## config.mk

```make
export PLATFORM = sky130hd
export DESIGN_NAME = i2s_slave_receiver
export DESIGN_NICKNAME = d
export VERILOG_FILES = /design/src/rtl/i2s_slave_receiver.sv
export SDC_FILE = /design/constraint.sdc
export NUM_CORES = 1
export LEC_CHECK = 0
export ABC_AREA = 1
export BUFFER_PORTS_ARGS = -buffer_cell sky130_fd_sc_hd__buf_4
export CORE_MARGIN = 2
export CORE_UTILIZATION = 45
export DETAILED_ROUTE_END_ITERATION = 16
export PLACE_DENSITY = 0.66
export SYNTH_ARGS = -nofsm -noshare
export SYNTH_HDL_FRONTEND = slang
export SYNTH_SLANG_ARGS = --single-unit
```

## constraint.sdc

```tcl
create_clock -name clk -period 2.9 [get_ports clk]
set_input_delay 0.435 -clock clk [delete_from_list [all_inputs] [get_ports clk]]
set_output_delay 0.435 -clock clk [all_outputs]
set_load 0.05 [all_outputs]
```

## src/rtl/i2s_slave_receiver.sv

```systemverilog
// I2S / left-justified slave receiver.
// Oversamples an externally clocked serial audio bus and pushes each channel word,
// MSB-aligned and tagged with its channel, into a downstream write FIFO.
module i2s_slave_receiver #(
  parameter int DATA_WIDTH = 32
) (
  input  logic                  clk,
  input  logic                  rst,
  input  logic                  cfg_enable,
  input  logic [3:0]            cfg_byte_sz,
  input  logic                  cfg_ljust,
  input  logic                  cfg_edge,
  input  logic                  err_clr,
  input  logic                  i2s_sclk,
  input  logic                  i2s_lrck,
  input  logic                  i2s_sdi,
  input  logic                  f_full,
  output logic                  wr_en,
  output logic [DATA_WIDTH-1:0] wr_data,
  output logic                  wr_chan,
  output logic                  overflow,
  output logic                  frame_err
);

  typedef enum logic [2:0] {IDLE, SYNC, DELAY, SHIFT, PAD} state_t;

  state_t      state_reg;
  logic        sclk_meta, sclk_sync, sclk_hist;
  logic        lrck_meta, lrck_sync;
  logic        sdi_meta, sdi_sync;
  logic        prev_lrck_reg, prev_valid_reg;
  logic        ljust_reg, edge_reg, chan_reg;
  logic [4:0]  last_reg, cnt_reg;
  logic [31:0] shift_reg;

  logic        edge_sel, strobe, boundary, word_done;
  logic [31:0] word_next, start_shift;
  logic [4:0]  start_cnt;
  state_t      start_state;

  // Index of the last bit of a word for a given byte count; 0 or >4 means 4 bytes.
  function automatic logic [4:0] last_bit(input logic [3:0] bsz);
    case (bsz)
      4'd1:    last_bit = 5'd7;
      4'd2:    last_bit = 5'd15;
      4'd3:    last_bit = 5'd23;
      default: last_bit = 5'd31;
    endcase
  endfunction

  // Two-stage synchronisers for the pad inputs, plus a history stage on sclk for edge detect.
  always_ff @(posedge clk or posedge rst) begin
    if (rst) begin
      sclk_meta <= 1'b0;
      sclk_sync <= 1'b0;
      sclk_hist <= 1'b0;
      lrck_meta <= 1'b0;
      lrck_sync <= 1'b0;
      sdi_meta  <= 1'b0;
      sdi_sync  <= 1'b0;
    end else begin
      sclk_meta <= i2s_sclk;
      sclk_sync <= sclk_meta;
      sclk_hist <= sclk_sync;
      lrck_meta <= i2s_lrck;
      lrck_sync <= lrck_meta;
      sdi_meta  <= i2s_sdi;
      sdi_sync  <= sdi_meta;
    end
  end

  // Strobe, word-boundary detect and the first-bit setup shared by every word start.
  always_comb begin
    // In IDLE the latched edge is stale, so lrck tracking follows the live setting.
    edge_sel  = (state_reg == IDLE) ? cfg_edge : edge_reg;
    strobe    = edge_sel ? (~sclk_sync & sclk_hist) : (sclk_sync & ~sclk_hist);
    boundary  = strobe & prev_valid_reg & (lrck_sync ^ prev_lrck_reg);
    word_done = (cnt_reg == last_reg);
    word_next = shift_reg;
    word_next[5'd31 - cnt_reg] = sdi_sync;
    // Left-justified: the boundary strobe already carries the MSB.
    // I2S: the boundary strobe carries the previous slot's last bit, so the MSB comes next.
    start_state = ljust_reg ? SHIFT : DELAY;
    start_shift = ljust_reg ? {sdi_sync, 31'b0} : 32'b0;
    start_cnt   = ljust_reg ? 5'd1 : 5'd0;
  end

  // Receive FSM: framing, bit capture, FIFO push and sticky error flags.
  always_ff @(posedge clk or posedge rst) begin
    if (rst) begin
      state_reg      <= IDLE;
      prev_lrck_reg  <= 1'b0;
      prev_valid_reg <= 1'b0;
      ljust_reg      <= 1'b0;
      edge_reg       <= 1'b0;
      chan_reg       <= 1'b0;
      last_reg       <= 5'd31;
      cnt_reg        <= 5'd0;
      shift_reg      <= 32'b0;
      wr_en          <= 1'b0;
      wr_data        <= '0;
      wr_chan        <= 1'b0;
      overflow       <= 1'b0;
      frame_err      <= 1'b0;
    end else begin
      wr_en <= 1'b0;
      // Clear first so that a set event later in this block takes priority.
      if (err_clr) begin
        overflow  <= 1'b0;
        frame_err <= 1'b0;
      end
      // lrck history runs in every state so SYNC never sees a stale level as a boundary.
      if (strobe) begin
        prev_lrck_reg  <= lrck_sync;
        prev_valid_reg <= 1'b1;
      end
      if (state_reg != IDLE && !cfg_enable) begin
        state_reg <= IDLE;
        cnt_reg   <= 5'd0;
        shift_reg <= 32'b0;
      end else begin
        case (state_reg)
          IDLE: begin
            if (cfg_enable) begin
              ljust_reg <= cfg_ljust;
              edge_reg  <= cfg_edge;
              last_reg  <= last_bit(cfg_byte_sz);
              cnt_reg   <= 5'd0;
              state_reg <= SYNC;
            end
          end
          SYNC, PAD: begin
            if (boundary) begin
              state_reg <= start_state;
              shift_reg <= start_shift;
              cnt_reg   <= start_cnt;
              chan_reg  <= lrck_sync;
            end
          end
          DELAY: begin
            if (strobe) begin
              if (boundary) begin
                // lrck flipped again before any data bit: restart the delay on the new channel.
                frame_err <= 1'b1;
                chan_reg  <= lrck_sync;
              end else begin
                shift_reg <= {sdi_sync, 31'b0};
                cnt_reg   <= 5'd1;
                state_reg <= SHIFT;
              end
            end
          end
          SHIFT: begin
            if (strobe) begin
              // In I2S mode the last bit of a full-slot word legitimately lands on the boundary.
              if (word_done && !(boundary && ljust_reg)) begin
                if (f_full) begin
                  overflow <= 1'b1;
                end else begin
                  wr_en   <= 1'b1;
                  wr_data <= word_next;
                  wr_chan <= chan_reg;
                end
                if (boundary) begin
                  state_reg <= start_state;
                  shift_reg <= start_shift;
                  cnt_reg   <= start_cnt;
                  chan_reg  <= lrck_sync;
                end else begin
                  state_reg <= PAD;
                  cnt_reg   <= 5'd0;
                end
              end else if (boundary) begin
                // Short word: drop it and let this boundary open the next word.
                frame_err <= 1'b1;
                state_reg <= start_state;
                shift_reg <= start_shift;
                cnt_reg   <= start_cnt;
                chan_reg  <= lrck_sync;
              end else begin
                shift_reg <= word_next;
                cnt_reg   <= cnt_reg + 5'd1;
              end
            end
          end
          default: state_reg <= IDLE;
        endcase
      end
    end
  end

endmodule

```

**Word level (Yosys, flattened, before mapping)**

Cells that the tools add are included.

- Word-level logic and storage cells: 124
- Register bits after elaboration: 93
- Output and inout port bits: 36

- $add $sub $neg: 2
- Reductions and logical operators: 19
- Multiplexer cells: 57
- Order comparisons: 2
- Equality and inequality tests: 14
- Bitwise operators: 9

Operator list:

| cell | number |
|---|---|
| 2-to-1 mux 32 bit | 8 |
| one-hot mux 32 bit (3 select lines) | 1 |
| 2-to-1 mux 5 bit | 8 |
| bitwise mux 32 bit | 1 |
| 2-to-1 mux 1 bit | 25 |
| 2-to-1 mux 3 bit | 8 |
| one-hot mux 5 bit (4 select lines) | 1 |
| one-hot mux 5 bit (3 select lines) | 1 |
| inequality test 3 bit (second input constant) | 4 |
| one-hot mux 3 bit (4 select lines) | 1 |
| == test 4 x 2 -> 1 bit (second input constant) | 2 |
| AND reduction 4 bit | 2 |
| == test 3 x 2 -> 1 bit (second input constant) | 2 |
| < comparator 5 x 6 -> 1 bit (second input constant) | 1 |
| AND reduction 3 bit | 2 |
| AND reduction 6 bit | 1 |
| nonzero test 3 bit | 2 |
| adder 5 x 1 -> 5 bit (second input constant) | 1 |
| demux 1 bit (select 5 bit) | 1 |
| == test 5 bit | 1 |
| >= comparator 5 x 1 -> 1 bit (second input constant) | 1 |
| AND reduction 5 bit | 1 |
| nonzero test 5 bit | 1 |
| subtractor 5 bit (first input constant) | 1 |
| 14 further kinds | 26 |

**Longest topological paths before layout**

- Word-level depth: 12
- Mapped depth: 15
- Mapped depth without buffers: 13

**Worst setup path before layout**

No wires, ideal clock.

- Kind: register to register
- Start point: register cnt_reg[0]
- End point: register wr_data[12]
- Arrival time: 1.673 ns
- Period minus slack after synthesis: 1.790 ns
- Cell stages (with the launch flop): 14
- Data required time: 2.783 ns
- Path slack: 1.110 ns
- Library setup time: 0.117 ns
- Path through: dfrtp_1 -> ha_1 -> buf_2 -> nand2_1 -> nor2_1 -> nand2_1 -> inv_1 -> nand2_2 -> inv_2 -> buf_6 -> nand2_4 -> buf_6 -> o21ai_1 -> inv_1

- Word-level cells in the longest chain between the ends: 6
- Elaborated cells between the ends (all ways): 10
- Those cells by class: 1 x add/sub; 2 x order compare; 1 x eq/ne; 3 x mux; 3 x reduce/logical

Ends and longest elaborated chain:

| item | line | RTL |
|---|---|---|
| from (decl) | 33 | `logic [4:0] last_reg, cnt_reg;` |
| from (signal assigned) | 136 | `cnt_reg <= start_cnt;` |
| from (signal assigned) | 167 | `cnt_reg <= start_cnt;` |
| from (signal assigned) | 178 | `cnt_reg <= start_cnt;` |
| subtractor 5 bit | 80 | `word_next[5'd31 - cnt_reg] = sdi_sync;` |
| < comparator 5 x 6 -> 1 bit (not written as such) or >= comparator 5 x 1 -> 1 bit (tied branches) | 80 |  |
| logical AND 1 bit (not written as such) | 80 |  |
| 2-to-1 mux 1 bit (not written as such) | 80 |  |
| demux 1 bit (select 5 bit) | 80 |  |
| bitwise mux 32 bit | 80 |  |
| to (signal assigned) | 161 | `wr_data <= word_next;` |
| to (decl) | 19 | `output logic [DATA_WIDTH-1:0] wr_data,` |

Several ways; a longest one is shown, not always the timed one.
A chain may end at the register's enable or synchronous reset.

**Worst setup path after layout**

- Start point: register state_reg[1]
- End point: register wr_data[23]

- Word-level cells in the longest chain between the ends: 9
- Elaborated cells between the ends (all ways): 13
- Those cells by class: 1 x eq/ne; 2 x mux; 3 x bitwise; 7 x reduce/logical

Ends and longest elaborated chain:

| item | line | RTL |
|---|---|---|
| from (decl) | 27 | `state_t state_reg;` |
| from (signal assigned) | 134 | `state_reg <= start_state;` |
| from (signal assigned) | 165 | `state_reg <= start_state;` |
| from (signal assigned) | 176 | `state_reg <= start_state;` |
| logical NOT 3 bit | 75 | `edge_sel = (state_reg == IDLE) ? cfg_edge : edge_reg;` |
| 2-to-1 mux 1 bit | 75 |  |
| 2-to-1 mux 1 bit | 76 | `strobe = edge_sel ? (~sclk_sync & sclk_hist) : (sclk_sync & ~sclk_hist);` |
| AND 1 bit (2 in a row) | 77 | `boundary = strobe & prev_valid_reg & (lrck_sync ^ prev_lrck_reg);` |
| logical AND 1 bit | 156 | `if (word_done && !(boundary && ljust_reg)) begin` |
| logical NOT 1 bit | 156 |  |
| logical AND 1 bit | 156 |  |
| AND reduction 5 bit (no source line) * | n/a |  |

Every way passes the cells marked *; elsewhere a longest branch is shown, timed or not.

==> metrics.md <==
| Metric | Value |
|---|---|
| H-tree Lvls | 3 |
| Most frequent CP cell | nand2_1 |
| HPWL Detailed | 8316 um |
| Max Buffers Root-to-Sink | 2 |
| Initial antenna violation count | 0 |
| Reg2reg path depth | 10 |
| CP cell instances | nor2_4, nand2_2, nand2_1, nand3_1, nand2_1, inv_2, nor3_4, nand2_4, o21ai_1, inv_1 |
| Synth Area in Simple Gates | 0.3157 |
| Final hold slack | 0.1357 ns |
| Largest area contributor in the netlist | dfrtp_1 |
| Final Cell Area | 5856 um^2 |
| Avg Vias per Cell | 5.016 |
| All-Layer GR Usage | 0.2032 |
| Port buffer count | 49 |
| Hold Path Class | in -> async |
| Critical Path AT | 2.70 ns |
| Crit Path Category | reg -> reg |
| Crit. End Element | flip-flop |
| WL per Instance | 13.40 um |
| Initial DRC count | 373 |
| TritonCTS Buffers | 9 |
| Most frequent cells in the layout | 234 x nand2_1, 100 x inv_1, 88 x dfrtp_1 |
| ANT nets after route | 0 |
| Synthesized instance count | 731 |
| Setup Skew | 0.009319 ns |
| Final setup TNS | 0 ns |
| Nets | 785 |
| Power per cell area | 804.5 nW/um^2 |
| Synth warn | 0 |
| CP max FO | 50 |
| Largest net degree at the start of global routing | 51 |
| Flops & latches, synth | 90 |
| Synthesis-to-finish area growth | 14.71% |
| Boundary Pins | 50 |
| Startpoint Class | flip-flop |
| Vias in the first global route | 4217 |
| Clk_lat worst skew | 0.34 ns |
| Grt ovf | 0 |
| Clock tree from TritonCTS | done |
| Sequential fraction of the synthesis area | 0.4417 |
| Rel. slew slack | 0.6147 |
| Post-synthesis mux area share | 0 |
| Root buffer selected by CTS | clkbuf_16 |
| Antenna diodes | 0 |
| TritonCTS sink count | 90 |
| Placed instance area | 5547 um^2 |
| Starting Density | 0.4668 |
| Unrepaired setup endpoints after global routing | false |
| PostCTS Resize Cnt | 0 |
| Peak supply drop | 0.4001 mV |
| Synth top area share | 0.4314 |
| Crit share post-route | 0.8543 |
| Row cnt | 38 |
| Leakage | 0.002978 uW |
| Die Span Y | 110.5 um |
| First-pass GRT wire length | 20600 um |
| Placer Congestion | 0.9219 |
| Core Area | 10940 um^2 |
| Post-synth net total | 749 |
| FF-to-FF setup slack | 0.42 ns |
| # Post-CTS Setup Buffers | 0 |
| Critical path's slowest cell | dfrtp_1 |
| Detailed-route DRC error count | 0 |
| Max Cap Violations | 0 |
| Slew @ Worst Pin | 0.5773 ns |
| Status | finished, final reports clean |
| Largest family of logic cells by synthesized area | simple AND/OR/NAND/NOR gates |
| FF-to-FF Start | state_reg[1] |
| Worst flop-to-flop path endpoint | wr_data[23] |
| Max Slew Vio Count | 0 |
| Final WL | 12220 um |
| Die area | 12210 um^2 |
| Die W | 110.5 um |
| Fmax | 403.6 MHz |
| Adder-cell share of the synthesized area | 0.009804 |
| Critical path's largest stage delay | 0.42 ns |
| CTS clock-pin slew for the worst setup and hold paths | 0.07 ns |
| Hold Violations, Final | 0 |
| Top post-synthesis cells by area | dfrtp_1 43%, nand2_1 17%, nand3_1 7.5% |
| Via count | 4575 |
| Unique masters post-synth | 31 |
| Crit path required time | 3.13 ns |
| Xor/xnor share of the synthesized area | 0.003431 |
| Drt pass-1 iters | 7 |
| Syn Area/Cell | 6.983 um^2 |
| Fin crit period | 2.478 ns |
| Synth Cell Area | 5105 um^2 |
| Hold buffers post-CTS | 0 |
| Final setup fails | 0 |
| Leading cell type in the layout, fill and taps excluded | nand2_1 |
| FILL cells | 1014 |
| Synth Area in Compound Gates | 0.1069 |
| Share of cells above drive strength 1 | 0.1308 |
-- layer usage --
layer  wire (um)  vias up  global-route usage
met2        5474      139              0.3112
met4         174        0             0.06333
met5           0        -                   0
li1            -     2330                   -
met1        5841     2089              0.2935
met3         731       17             0.03677
-- Yosys cell counts --
master and n:
nand4_1 1, a21oi_2 1, clkbuf_1 10, nor2_1 58, xor2_1 2, nand3_1 77
clkbuf_2 1, nand3_2 2, o211ai_1 1, a21oi_1 34, nor2_4 3, nor3_1 1
inv_1 101, buf_4 6, o21ai_0 50, buf_2 10, inv_2 5, o21a_1 1
dfstp_2 2, dfrtp_1 88, nor3_4 1, or2_2 2, o21ai_1 17, nand2_4 1
nand2_1 234, nand2_2 4, a211oi_1 1, buf_1 6, o21ai_2 1, buf_6 6
ha_1 4
-- report_power, final --
group	switching [uW]	internal [uW]	leakage (uW)
clock	479	738	0.000153
combinational	1250	583	0.00179
sequential	166	1500	0.00103
total	1890	2820	0.00298
-- cell type report --
type | count | area (um^2) | area share
clock buffers | 14 | 274.0 | 0.04679
clock inverters | 2 | 35.03 | 0.005983
repair buffers | 64 | 493.0 | 0.08419
multi-input cells | 496 | 2225 | 0.3799
well taps | 140 | 175.2 | 0.02991
inverters | 106 | 399.1 | 0.06816
flip-flops and latches | 90 | 2255 | 0.3850
-- per-stage QoR --
step / util / std cells / power (uW) / setup slack (ns)
finish: 0.5355 / 912 / 4711 / 0.4225
global placement: 0.5072 / 896 / 3425 / 0.5904
detailed placement: 0.5072 / 896 / 3489 / 0.4632
CTS: 0.5355 / 912 / 4714 / 0.4491
global route: 0.5355 / 912 / 5077 / 0.2127
floorplan: - / 731 / 3064 / 0.1331
-- worst max-delay path: cells and delay by family, from the launching register on --
family / cells / cell delay [ns]
simple gates: 7 / 1.51
flops: 1 / 0.42
compound gates: 1 / 0.23
buf+inv: 2 / 0.17
-- cell families after synthesis --
kind of cell	after synthesis
AO/OA/AOI/OAI	106
flip-flops	90
adder cells (fa/ha/maj)	4
XOR/XNOR	2
AND/OR/NAND/NOR	384
buffers and inverters	145
-- worst max path at each step --
stage	startpoint	slack, ns	cells after the start	to
after floorplan	rst	0.13	1	chan_reg
after global placement	state_reg[1]	0.59	10	wr_data[5]
after detailed placement	state_reg[1]	0.46	10	wr_data[23]
after CTS	state_reg[1]	0.45	10	wr_data[23]
after global routing	state_reg[1]	0.21	10	wr_data[13]
final	state_reg[1]	0.42	10	wr_data[23]
Power figures use the tool's default switching activity.
